### src/rtl/mem_stage_pkg.sv
// Shared encodings, state type and store-lane helpers for the memory-access stage.
package mem_stage_pkg;

  localparam logic [1:0] MEM_BYTE = 2'b00;
  localparam logic [1:0] MEM_HALF = 2'b01;
  localparam logic [1:0] MEM_WORD = 2'b10;

  typedef enum logic {
    IDLE   = 1'b0,
    ACCESS = 1'b1
  } state_e;

  typedef struct packed {
    logic [31:0] wdata;
    logic [3:0]  byte_en;
  } store_lanes_t;

  // Lane-replicated write data and byte enables; size 2'b11 behaves as a word.
  function automatic store_lanes_t store_lanes(input logic [1:0]  size,
                                               input logic [1:0]  offset,
                                               input logic [31:0] data);
    store_lanes_t s;
    case (size)
      MEM_BYTE: begin
        s.wdata   = {4{data[7:0]}};
        s.byte_en = 4'b0001 << offset;
      end
      MEM_HALF: begin
        s.wdata   = {2{data[15:0]}};
        s.byte_en = 4'b0011 << offset;
      end
      default: begin
        s.wdata   = data;
        s.byte_en = 4'b1111;
      end
    endcase
    return s;
  endfunction

  function automatic logic is_aligned(input logic [1:0] size, input logic [1:0] offset);
    case (size)
      MEM_BYTE: return 1'b1;
      MEM_HALF: return ~offset[0];
      default:  return (offset == 2'b00);
    endcase
  endfunction

endpackage

### src/rtl/mem_load_align.sv
// Selects the addressed byte/half lane of a read word and zero- or sign-extends it.
module mem_load_align
  import mem_stage_pkg::*;
(
  input  logic [31:0] rdata_i,
  input  logic [1:0]  offset_i,
  input  logic [1:0]  size_i,
  input  logic        unsigned_i,
  output logic [31:0] data_o
);

  logic [7:0]  byte_lane;
  logic [15:0] half_lane;

  always_comb begin
    case (offset_i)
      2'd0:    byte_lane = rdata_i[7:0];
      2'd1:    byte_lane = rdata_i[15:8];
      2'd2:    byte_lane = rdata_i[23:16];
      default: byte_lane = rdata_i[31:24];
    endcase
    // Halves are only issued at even offsets, so offset[1] picks the lane.
    half_lane = offset_i[1] ? rdata_i[31:16] : rdata_i[15:0];

    case (size_i)
      MEM_BYTE: data_o = {{24{~unsigned_i & byte_lane[7]}}, byte_lane};
      MEM_HALF: data_o = {{16{~unsigned_i & half_lane[15]}}, half_lane};
      default:  data_o = rdata_i;
    endcase
  end

endmodule

### src/rtl/mem_stage.sv
// Memory-access pipeline stage: ALU pass-through plus req/ack data-memory loads and stores
// with misalignment detection and an access timeout.
module mem_stage
  import mem_stage_pkg::*;
#(
  parameter int unsigned TIMEOUT_CYCLES = 64
) (
  input  logic        Clk,
  input  logic        Rst,
  input  logic        EXValid,
  input  logic [4:0]  EXRd,
  input  logic [31:0] EXALUResult,
  input  logic [31:0] EXStoreData,
  input  logic        EXRegWrite,
  input  logic        EXMemRead,
  input  logic        EXMemWrite,
  input  logic [1:0]  EXMemSize,
  input  logic        EXMemUnsigned,
  output logic        DMemReq,
  output logic        DMemWe,
  output logic [31:0] DMemAddr,
  output logic [31:0] DMemWData,
  output logic [3:0]  DMemByteEn,
  input  logic        DMemAck,
  input  logic [31:0] DMemRData,
  output logic [4:0]  MEMRd,
  output logic [31:0] MEMData,
  output logic        MEMRegWrite,
  output logic        MEMStall,
  output logic        MEMMisalign,
  output logic        MEMBusError
);

  localparam int unsigned CNT_W = (TIMEOUT_CYCLES > 1) ? $clog2(TIMEOUT_CYCLES) : 1;
  localparam logic [CNT_W-1:0] CNT_LAST = CNT_W'(TIMEOUT_CYCLES - 1);

  state_e           state_q, state_d;
  logic [CNT_W-1:0] cnt_q, cnt_d;
  logic [4:0]       cap_rd_q, cap_rd_d;
  logic             cap_regwrite_q, cap_regwrite_d;
  logic             cap_load_q, cap_load_d;
  logic [1:0]       cap_size_q, cap_size_d;
  logic             cap_unsigned_q, cap_unsigned_d;
  logic [1:0]       cap_off_q, cap_off_d;

  logic             req_q, req_d;
  logic             we_q, we_d;
  logic [31:0]      addr_q, addr_d;
  logic [31:0]      wdata_q, wdata_d;
  logic [3:0]       byte_en_q, byte_en_d;
  logic [4:0]       rd_q, rd_d;
  logic [31:0]      data_q, data_d;
  logic             regwrite_q, regwrite_d;
  logic             misalign_q, misalign_d;
  logic             bus_error_q, bus_error_d;

  logic [31:0]      load_data;
  store_lanes_t     lanes;

  mem_load_align u_load_align (
    .rdata_i    (DMemRData),
    .offset_i   (cap_off_q),
    .size_i     (cap_size_q),
    .unsigned_i (cap_unsigned_q),
    .data_o     (load_data)
  );

  always_ff @(posedge Clk) begin
    if (Rst) begin
      state_q        <= IDLE;
      cnt_q          <= '0;
      cap_rd_q       <= '0;
      cap_regwrite_q <= 1'b0;
      cap_load_q     <= 1'b0;
      cap_size_q     <= '0;
      cap_unsigned_q <= 1'b0;
      cap_off_q      <= '0;
      req_q          <= 1'b0;
      we_q           <= 1'b0;
      addr_q         <= '0;
      wdata_q        <= '0;
      byte_en_q      <= '0;
      rd_q           <= '0;
      data_q         <= '0;
      regwrite_q     <= 1'b0;
      misalign_q     <= 1'b0;
      bus_error_q    <= 1'b0;
    end else begin
      state_q        <= state_d;
      cnt_q          <= cnt_d;
      cap_rd_q       <= cap_rd_d;
      cap_regwrite_q <= cap_regwrite_d;
      cap_load_q     <= cap_load_d;
      cap_size_q     <= cap_size_d;
      cap_unsigned_q <= cap_unsigned_d;
      cap_off_q      <= cap_off_d;
      req_q          <= req_d;
      we_q           <= we_d;
      addr_q         <= addr_d;
      wdata_q        <= wdata_d;
      byte_en_q      <= byte_en_d;
      rd_q           <= rd_d;
      data_q         <= data_d;
      regwrite_q     <= regwrite_d;
      misalign_q     <= misalign_d;
      bus_error_q    <= bus_error_d;
    end
  end

  // Next-state and output-register logic.
  always_comb begin
    state_d        = state_q;
    cnt_d          = cnt_q;
    cap_rd_d       = cap_rd_q;
    cap_regwrite_d = cap_regwrite_q;
    cap_load_d     = cap_load_q;
    cap_size_d     = cap_size_q;
    cap_unsigned_d = cap_unsigned_q;
    cap_off_d      = cap_off_q;
    req_d          = req_q;
    we_d           = we_q;
    addr_d         = addr_q;
    wdata_d        = wdata_q;
    byte_en_d      = byte_en_q;
    rd_d           = rd_q;
    data_d         = data_q;
    regwrite_d     = regwrite_q;
    misalign_d     = 1'b0;
    bus_error_d    = 1'b0;
    lanes          = store_lanes(EXMemSize, EXALUResult[1:0], EXStoreData);

    case (state_q)
      IDLE: begin
        if (!EXValid) begin
          regwrite_d = 1'b0;
        end else if (!(EXMemRead || EXMemWrite)) begin
          rd_d       = EXRd;
          data_d     = EXALUResult;
          regwrite_d = EXRegWrite;
        end else if (!is_aligned(EXMemSize, EXALUResult[1:0])) begin
          misalign_d = 1'b1;
          regwrite_d = 1'b0;
        end else begin
          state_d        = ACCESS;
          cnt_d          = '0;
          cap_rd_d       = EXRd;
          cap_regwrite_d = EXRegWrite;
          cap_load_d     = EXMemRead;
          cap_size_d     = EXMemSize;
          cap_unsigned_d = EXMemUnsigned;
          cap_off_d      = EXALUResult[1:0];
          req_d          = 1'b1;
          we_d           = EXMemWrite;
          addr_d         = {EXALUResult[31:2], 2'b00};
          wdata_d        = lanes.wdata;
          byte_en_d      = lanes.byte_en;
          regwrite_d     = 1'b0;
        end
      end
      ACCESS: begin
        // An ack arriving on the last counted cycle still completes normally.
        if (DMemAck) begin
          state_d = IDLE;
          req_d   = 1'b0;
          if (cap_load_q) begin
            rd_d       = cap_rd_q;
            data_d     = load_data;
            regwrite_d = cap_regwrite_q;
          end else begin
            regwrite_d = 1'b0;
          end
        end else if (cnt_q == CNT_LAST) begin
          state_d     = IDLE;
          req_d       = 1'b0;
          bus_error_d = 1'b1;
          regwrite_d  = 1'b0;
        end else begin
          cnt_d = cnt_q + CNT_W'(1);
        end
      end
      default: state_d = IDLE;
    endcase
  end

  assign DMemReq     = req_q;
  assign DMemWe      = we_q;
  assign DMemAddr    = addr_q;
  assign DMemWData   = wdata_q;
  assign DMemByteEn  = byte_en_q;
  assign MEMRd       = rd_q;
  assign MEMData     = data_q;
  assign MEMRegWrite = regwrite_q;
  assign MEMMisalign = misalign_q;
  assign MEMBusError = bus_error_q;
  assign MEMStall    = (state_q == ACCESS);

endmodule

### config.mk
export PLATFORM = sky130hd
export DESIGN_NAME = mem_stage
export DESIGN_NICKNAME = d
export VERILOG_FILES = /design/src/rtl/mem_stage_pkg.sv /design/src/rtl/mem_load_align.sv /design/src/rtl/mem_stage.sv
export SDC_FILE = /design/constraint.sdc
export NUM_CORES = 1
export LEC_CHECK = 0
export ABC_AREA = 1
export CORE_MARGIN = 4
export CORE_UTILIZATION = 48
export DETAILED_ROUTE_END_ITERATION = 12
export GPL_TIMING_DRIVEN = 0
export PLACE_DENSITY = 0.87
export SETUP_SLACK_MARGIN = 0.02
export SYNTH_ARGS = -nofsm -noshare
export SYNTH_HDL_FRONTEND = slang
export SYNTH_SLANG_ARGS = --single-unit
### constraint.sdc
create_clock -name Clk -period 4.9 [get_ports Clk]
set_clock_uncertainty 0.15 [all_clocks]
set_input_delay 0.49 -clock Clk [delete_from_list [all_inputs] [get_ports Clk]]
set_output_delay 0.49 -clock Clk [all_outputs]
set_load 0.02 [all_outputs]
# == After elaboration in Yosys (flattened, before gate mapping) ==
# Index checks and enable logic that the tools add are counted.
# classes
add_sub_neg,1
n_eq_ne,14
shifts,2
muxes,43
bitwise_logic,7
reduce_logical,11
# op_table
cell,count
$mux 32,4
$pmux 32 s2,2
$pmux 36 s2,1
$mux 6,5
$pmux 8 s3,1
$mux 5,4
$mux 1,19
$mux 16,1
$ne 2x2->1 const B,7
$pmux 6 s2,1
$reduce_and 4->1,3
$pmux 5 s2,1
$logic_not 2->1,4
$pmux 1 s2,4
$add 6x1->6 const B,1
$eq 2x1->1 const B,3
$eq 6x6->1 const B,1
$not 1->1,5
$reduce_and 5->1,1
$reduce_or 4->1,1
$shl 1x2->4 const A,1
$shl 2x2->4 const A,1
$ne 3x2->1 const B,1
$reduce_or 3->1,1
other kinds (4),5
# totals
register_bits,127
inputBits,111
output_inout_bits,111
elab_cells,96

# == Logic depth before layout (Yosys ltp) ==
# Gate-level depths: netlist of the first run.
# logic_depth
depth_word,9
mapped_depth,11
ltp_nobuf,9

# == Modules after synthesis ==
# A second synthesis of the first run with hierarchy kept.
# hier_totals
cells_unflattened,917
hier_area_um2,6297.3
# modules_own_cells
mod,n_inst,cells_each,area_each_um2,seq_area_each_um2
mem_stage,1,760,5418.9,2542.4
mem_load_align,1,157,878.3,0.0

# == Worst setup path after synthesis of the first run ==
# Ideal clock, no wire load.
# synth_timing
kind,register to register
startpoint,register cnt_q[0]
endpoint,register cnt_q[4]
setup_time_ps,115
arrival_ps,1395
required_ps,4635
slack_ps,3240
stages_incl_launch_ff,10
n_path_buf,0
period_less_slack_ps,1660
path_cell_list,dfxtp_1 ha_1 nand3_1 nor2_1 nand2_1 nand2_1 nand2_1 inv_1 nor2_1 o21a_1
# synth_between
elab_chain_cells,4
elab_cells_between_ends,7
classes_between,add/sub: 1; eq/ne: 2; mux: 3; reduce/logical: 1
# synth_rtl
item,line,source
"start, declared",mem_stage.sv:38,"logic [CNT_W-1:0] cnt_q, cnt_d;"
"start signal, assigned",mem_stage.sv:90,cnt_q <= cnt_d;
$add 6x1->6,mem_stage.sv:178,cnt_d = cnt_q + CNT_W'(1);
$mux 6,mem_stage.sv:172,end else if (cnt_q == CNT_LAST) begin
$mux 6,mem_stage.sv:162,if (DMemAck) begin
$pmux 6 s2,mem_stage.sv:132,case (state_q)
# Parallel ways exist; a longest one is shown, timed or not. The select of a mux whose other input is x is not followed.
# A chain may end at the register's enable or synchronous reset.

# == Final worst setup path of the first run ==
# layout_timing
startpoint,"register state_q, in the netlist MEMStall"
endpoint,output MEMStall
# layout_lines
item,line,source
"start, declared",mem_stage.sv:37,"state_e state_q, state_d;"
"start signal, assigned",mem_stage.sv:89,state_q <= state_d;
"end, declared",mem_stage.sv:29,"output logic MEMStall,"
# No word-level cell between the ends.

==> impl_metrics.env, run 1 <==
export IMPL_outcome="completed"
export IMPL_design_die_area_um2=13800
export IMPL_cts_max_level=4
export IMPL_synth_mux_area_share_pct=0
export IMPL_clock_tree_buffer_depth=2
export IMPL_vdd_drop_max_mv=0.274
export IMPL_postCtsHoldBufs=0
export IMPL_min_path_type="reg2reg"
export IMPL_drv_slew=0
export IMPL_overflow=0
export IMPL_arrival_ns=1.48
export IMPL_netlist_top_cell_by_area="dfxtp_1"
export IMPL_synth_top_area_share_pct=44.3
export IMPL_synth_top_family_by_area="compound AO/OA/AOI/OAI gates"
export IMPL_rr_startpoint="cnt_q[0]"
export IMPL_drc=0
export IMPL_synth_warning_count=0
export IMPL_crit_slowest_cell="clkdlybuf4s50_1"
export IMPL_yosys_area_share_simple_pct=23.5
export IMPL_cts_resized=0
export IMPL_fp_row_count=39
export IMPL_antenna_cells=0
export IMPL_synth_area_leaders="dfxtp_1, nand2_1, a21oi_1"
export IMPL_viasPerCell=5.57
export IMPL_cts_root_buf="clkbuf_16"
export IMPL_path_class="reg2out"
export IMPL_maxCapViolCount=0
export IMPL_hold_viol=0
export IMPL_fin_setup_tns_ns=0
export IMPL_dieHeight_um=117
export IMPL_cp_num_buf_inv=1
export IMPL_min_period_over_period_pct=43.4
export IMPL_cp_endpoint="MEMStall"
export IMPL_synthAdderAreaFrac_pct=0.218
export IMPL_postCtsSetupRepairBufs=0
export IMPL_cts_buffers=17
export IMPL_wire_per_inst_um=17.5
export IMPL_syn_area_um2=5740
export IMPL_final_layout_size_suffix_gt1_share_pct=6.10
export IMPL_synth_xor_area_share_pct=0
export IMPL_grt_pass1_wl_um=33800
export IMPL_hpwl_um=16000
export IMPL_worst_r2r_cell_count=9
export IMPL_cts_tree="built"
export IMPL_whs_ns=0.298
export IMPL_final_cells=1208
export IMPL_gp_congestion=0.921
export IMPL_synth_async_reset_ratio_pct=0
export IMPL_routed_wl_um=21200
export IMPL_worstMarginPinSlew_ns=0.586
export IMPL_slew_headroom_pct=60.9
export IMPL_cp_max_fo=4
export IMPL_worstSetupPathDepth=1
export IMPL_cpLargestDelayFamily="buffers and inverters"
export IMPL_p_total_uw=2840
export IMPL_path_cells="clkdlybuf4s50_1"
export IMPL_cp_start_kind="register"
export IMPL_multi_input_area_um2=2770
export IMPL_cpPeakStageDelay_ns=0.64
export IMPL_critPathLaunch="MEMStall"
export IMPL_rsz0062_at_grt="no"
export IMPL_synth_seq_cells=127
export IMPL_synth_distinct_cells=36
export IMPL_drtAntennaViolNets=0
export IMPL_grt_pass1_vias=6568
export IMPL_path_clk_slew_ns=0.06
export IMPL_synth_edff_count=0
export IMPL_synth_most_common_cell="nand2_1"
export IMPL_p_leak_uw=0.00351
export IMPL_seq_area_frac_synth_pct=44.3
export IMPL_syn_inst=815
export IMPL_final_util_pct=74.6
export IMPL_fillers=894
export IMPL_insertion_delay_ns=0.42
export IMPL_fin_crit_ns=2.12
export IMPL_worstReg2RegEnd="cnt_q[4]"
export IMPL_dr_first_iter_drc_count=724
export IMPL_p_per_area_nw_per_um2=330
export IMPL_syn_to_final_growth_pct=50.2
export IMPL_synth_compound_area_share_pct=24.4
export IMPL_finalSetupViolations=0
export IMPL_drtPass1Iterations=6
export IMPL_cts_sinks=127
export IMPL_ys_top_cells_by_count="nand2_1, dfxtp_1, a21oi_1, o21ai_0, nor2_1"
export IMPL_vias=6725
export IMPL_fp_dieW_um=117
export IMPL_grt_util_all_layers_pct=30.4
export IMPL_ff2ff_setup_slack_ns=2.88
export IMPL_seqCellArea_um2=2540
export IMPL_cp_end_kind="output port"
export IMPL_fmax_ghz=0.471
export IMPL_fin_nets=1165
export IMPL_post_place_cells=1177
export IMPL_io_pins=222
export IMPL_worstPathRequired_ns=4.26
export IMPL_synth_area_per_cell_um2=7.05
export IMPL_portBuffers=218
export IMPL_synth_main_ff_cell="dfxtp_1"
export IMPL_antenna_found_initial=0
export IMPL_grt_max_degree=17
export IMPL_start_util_pct=49.7
export IMPL_core_area_um2=11600
worst min-delay path, stage by stage (launching register included):
cell     delay (ns)
dfxtp_1        0.31
nand2_1        0.06
nand2_1        0.04
power by group:
group,internal [uW],switching (uW)
Combinational,258,324
Clock,687,443
Sequential,1100,33.6
Total,2040,800
cell usage in the layout (no fill, tap or decap), types with 3 or more instances in the layout:
cell,instances
a21oi_1,124
a31oi_1,13
and2_0,6
buf_2,18
buf_4,7
buf_6,3
clkbuf_1,34
clkbuf_16,17
clkdlybuf4s50_1,218
clkinv_2,6
dfxtp_1,127
inv_1,33
inv_2,4
nand2_1,208
nand3_1,41
nand4_1,4
nor2_1,57
o211ai_1,9
o21a_1,8
o21ai_0,88
o21ai_1,6
o22ai_1,8
cell type report:
cell class              count  share of cell area (%)
multi-input cells         592                    32.1
flip-flops and latches    127                    29.5
repair buffers            218                    25.3
clock buffers              23                    5.19
plain buffers              58                    3.35
well taps                 143                    2.07
inverters                  39                    1.70
clock inverters             8                   0.784
worst min-delay path by stage:
stage                     depth (start not counted)         start           end
after global routing                              2  DMemWData[2]  DMemWData[2]
after CTS                                         2  DMemWData[0]  DMemWData[0]
after detailed placement                          2  DMemWData[0]  DMemWData[0]
final                                             2  DMemWData[1]  DMemWData[1]
after floorplan                                   2   cap_rd_q[0]   cap_rd_q[0]
after global placement                            2  DMemWData[0]  DMemWData[0]
kinds of logic (layout without fill, tap and decap cells):
family          Yosys count  count (layout)
simple gates            327             327
compound gates          262             262
flops                   127             127
buf+inv                  97             346
fa+ha+maj                 1               1
other cells               1               2
registers in the layout, indices dropped and copies added, names as in the netlist:
name,count
MEMStall,1
MEMRegWrite,1
DMemWe,1
DMemWData,32
MEMBusError,1
cap_unsigned_q,1
cap_size_q,2
DMemReq,1
DMemByteEn,4
MEMData,32
MEMRd,5
cap_rd_q,5
MEMMisalign,1
cap_off_q,2
cap_load_q,1
DMemAddr,30
cap_regwrite_q,1
cnt_q,6
per-stage QoR:
stage	setup WS, ns	cell area, um^2
final	2.78	8620
after global placement	2.44	8110
after global routing	2.65	8620
after detailed placement	2.43	8110
after floorplan	3.24	5750
after CTS	2.77	8620
layer usage:
metal	wire [um]	GRT usage, %	up-vias
met4	635	12.6	0
li1	-	-	3221
met1	8140	35.4	3087
met5	0	0	-
met3	2430	11.2	54
met2	9960	50.6	363
Power figures use the tool's default switching activity.
==> run 2: changes to the inputs <==
--- a/config.mk
+++ b/config.mk
@@ -7,10 +7,10 @@
 export LEC_CHECK = 0
 export ABC_AREA = 1
 export CORE_MARGIN = 4
-export CORE_UTILIZATION = 48
+export CORE_UTILIZATION = 40
 export DETAILED_ROUTE_END_ITERATION = 12
 export GPL_TIMING_DRIVEN = 0
-export PLACE_DENSITY = 0.87
+export PLACE_DENSITY = 0.77
 export SETUP_SLACK_MARGIN = 0.02
 export SYNTH_ARGS = -nofsm -noshare
 export SYNTH_HDL_FRONTEND = slang
==> constraint.sdc (replaced) <==
create_clock -name Clk -period 1.8 [get_ports Clk]
set_clock_uncertainty 0.15 [all_clocks]
set_input_delay 0.18 -clock Clk [delete_from_list [all_inputs] [get_ports Clk]]
set_output_delay 0.18 -clock Clk [all_outputs]
set_load 0.02 [all_outputs]
==> impl_metrics.env, run 2 (synthesis gave the netlist of run 1 again) <==
export IMPL_routed_wl_um=21600
export IMPL_core_area_um2=14000
export IMPL_cpLargestDelayFamily="buffers and inverters"
export IMPL_antenna_found_initial=0
export IMPL_ff2ff_setup_slack_ns=0.09
export IMPL_min_period_over_period_pct=96.2
export IMPL_use_met3_pct=9.79
export IMPL_final_cell_mix="clkdlybuf4s50_1, nand2_1, dfxtp_1, a21oi_1, o21ai_0"
export IMPL_hpwl_um=16500
export IMPL_rr_startpoint="MEMStall"
export IMPL_cts_max_level=4
export IMPL_p_per_area_nw_per_um2=897
export IMPL_top_usage_layer="met2"
export IMPL_worstMarginPinSlew_ns=0.652
export IMPL_io_pins=222
export IMPL_design_die_area_um2=16300
export IMPL_fin_setup_tns_ns=0
export IMPL_dpl_instance_area_um2=8150
export IMPL_final_layout_size_suffix_gt1_share_pct=8.96
export IMPL_grt_max_degree=17
export IMPL_path_clk_slew_ns=0.06
export IMPL_dieHeight_um=128
export IMPL_drv_slew=0
export IMPL_start_util_pct=41.1
export IMPL_grtUsageMet2_pct=42.3
export IMPL_cts_buffers=17
export IMPL_cpPeakStageDelay_ns=0.64
export IMPL_worstPathRequired_ns=1.47
export IMPL_grt_pass1_wl_um=33300
export IMPL_grt_util_all_layers_pct=25.9
export IMPL_final_cells=1252
export IMPL_outcome="completed"
export IMPL_cts_root_buf="clkbuf_16"
export IMPL_slew_headroom_pct=56.5
export IMPL_cp_max_fo=2
export IMPL_grt_pass1_vias=6263
export IMPL_fin_area_um2=8830
export IMPL_hold_viol=0
export IMPL_arrival_ns=1.40
export IMPL_fin_crit_ns=1.73
export IMPL_gp_congestion=0.914
export IMPL_finalSetupViolations=0
export IMPL_rsz0062_at_grt="yes"
export IMPL_fp_dieW_um=128
export IMPL_insertion_delay_ns=0.42
export IMPL_fin_nets=1171
export IMPL_fmax_ghz=0.578
export IMPL_vias=6525
export IMPL_portBuffers=218
export IMPL_crit_slowest_cell="clkdlybuf4s50_1"
export IMPL_final_common_cell="clkdlybuf4s50_1"
export IMPL_holdPathStages=3
export IMPL_fp_row_count=43
export IMPL_cp_start_kind="register"
export IMPL_syn_to_final_growth_pct=53.7
export IMPL_worstSetupPathDepth=1
export IMPL_antenna_cells=0
export IMPL_fillers=1274
export IMPL_maxCapViolCount=0
export IMPL_cp_num_buf_inv=1
export IMPL_dr_first_iter_drc_count=516
export IMPL_worstReg2RegEnd="MEMData[9]"
export IMPL_drtAntennaViolNets=0
export IMPL_drc=0
export IMPL_use_met1_pct=31.8
export IMPL_clock_tree_buffer_depth=2
export IMPL_cts_sinks=127
export IMPL_min_path_type="in2reg"
export IMPL_overflow=0
export IMPL_p_total_uw=7920
export IMPL_seqCellArea_um2=2550
export IMPL_vdd_drop_max_mv=0.644
export IMPL_cts_tree="built"
export IMPL_viasPerCell=5.21
export IMPL_critPathLaunch="DMemWData[30]"
export IMPL_wire_per_inst_um=17.2
export IMPL_drtPass1Iterations=5
export IMPL_cp_endpoint="DMemWData[30]"
export IMPL_path_cells="clkdlybuf4s50_1"
export IMPL_worst_r2r_cell_count=7
export IMPL_multi_input_area_um2=2810
export IMPL_cp_end_kind="output port"
export IMPL_p_leak_uw=0.00360
export IMPL_post_place_cells=1214
export IMPL_path_class="reg2out"
export IMPL_whs_ns=0.0120
run 2: through the flow:
step / setup slack [ns] / util, %
2_1_floorplan: 0.140 / -
3_3_place_gp: -0.373 / 58.3
3_5_place_dp: -0.397 / 58.3
4_1_cts: 0.00916 / 62.5
5_1_grt: -0.0154 / 63.1
6_report: 0.0685 / 63.1
run 2: worst min path at each step:
stage | start | end | slack, ns
after floorplan | DMemAck | MEMBusError | 0.11
after global placement | DMemWData[4] | DMemWData[4] | 0.28
after detailed placement | DMemWData[2] | DMemWData[2] | 0.29
after CTS | EXMemSize[1] | DMemWData[18] | 0.002
after global routing | EXMemSize[1] | DMemWData[16] | 0.04
final | EXMemSize[1] | DMemWData[18] | 0.01
run 2: routing by layer:
metal / part of all wire, % / up-vias
met4: 1.9 / 0
li1: - / 3225
met5: 0 / -
met1: 41 / 2993
met2: 47 / 280
met3: 9.8 / 27
run 2: report_power, final:
group / switching, uW / total (uW) / internal (uW)
sequential: 91.5 / 3080 / 2980
clock: 1310 / 3240 / 1930
combinational: 882 / 1600 / 721
run 2: cell type report:
class                      instances  share of cell area (%)
timing repair buffer             224                    25.3
multi-input combinational        592                    31.8
sequential                       127                    28.8
tap                              180                    2.55
clock inverter                    13                    1.30
clock buffer                      19                    5.02
inverter                          39                    1.77
buffer                            58                    3.49
run 2: what timing repair did:
action	CTS	global route
hold buffers	0	0
setup endpoints to repair	58	91
buffers inserted	1	5
resized for setup	9	26
pin swaps	0	2
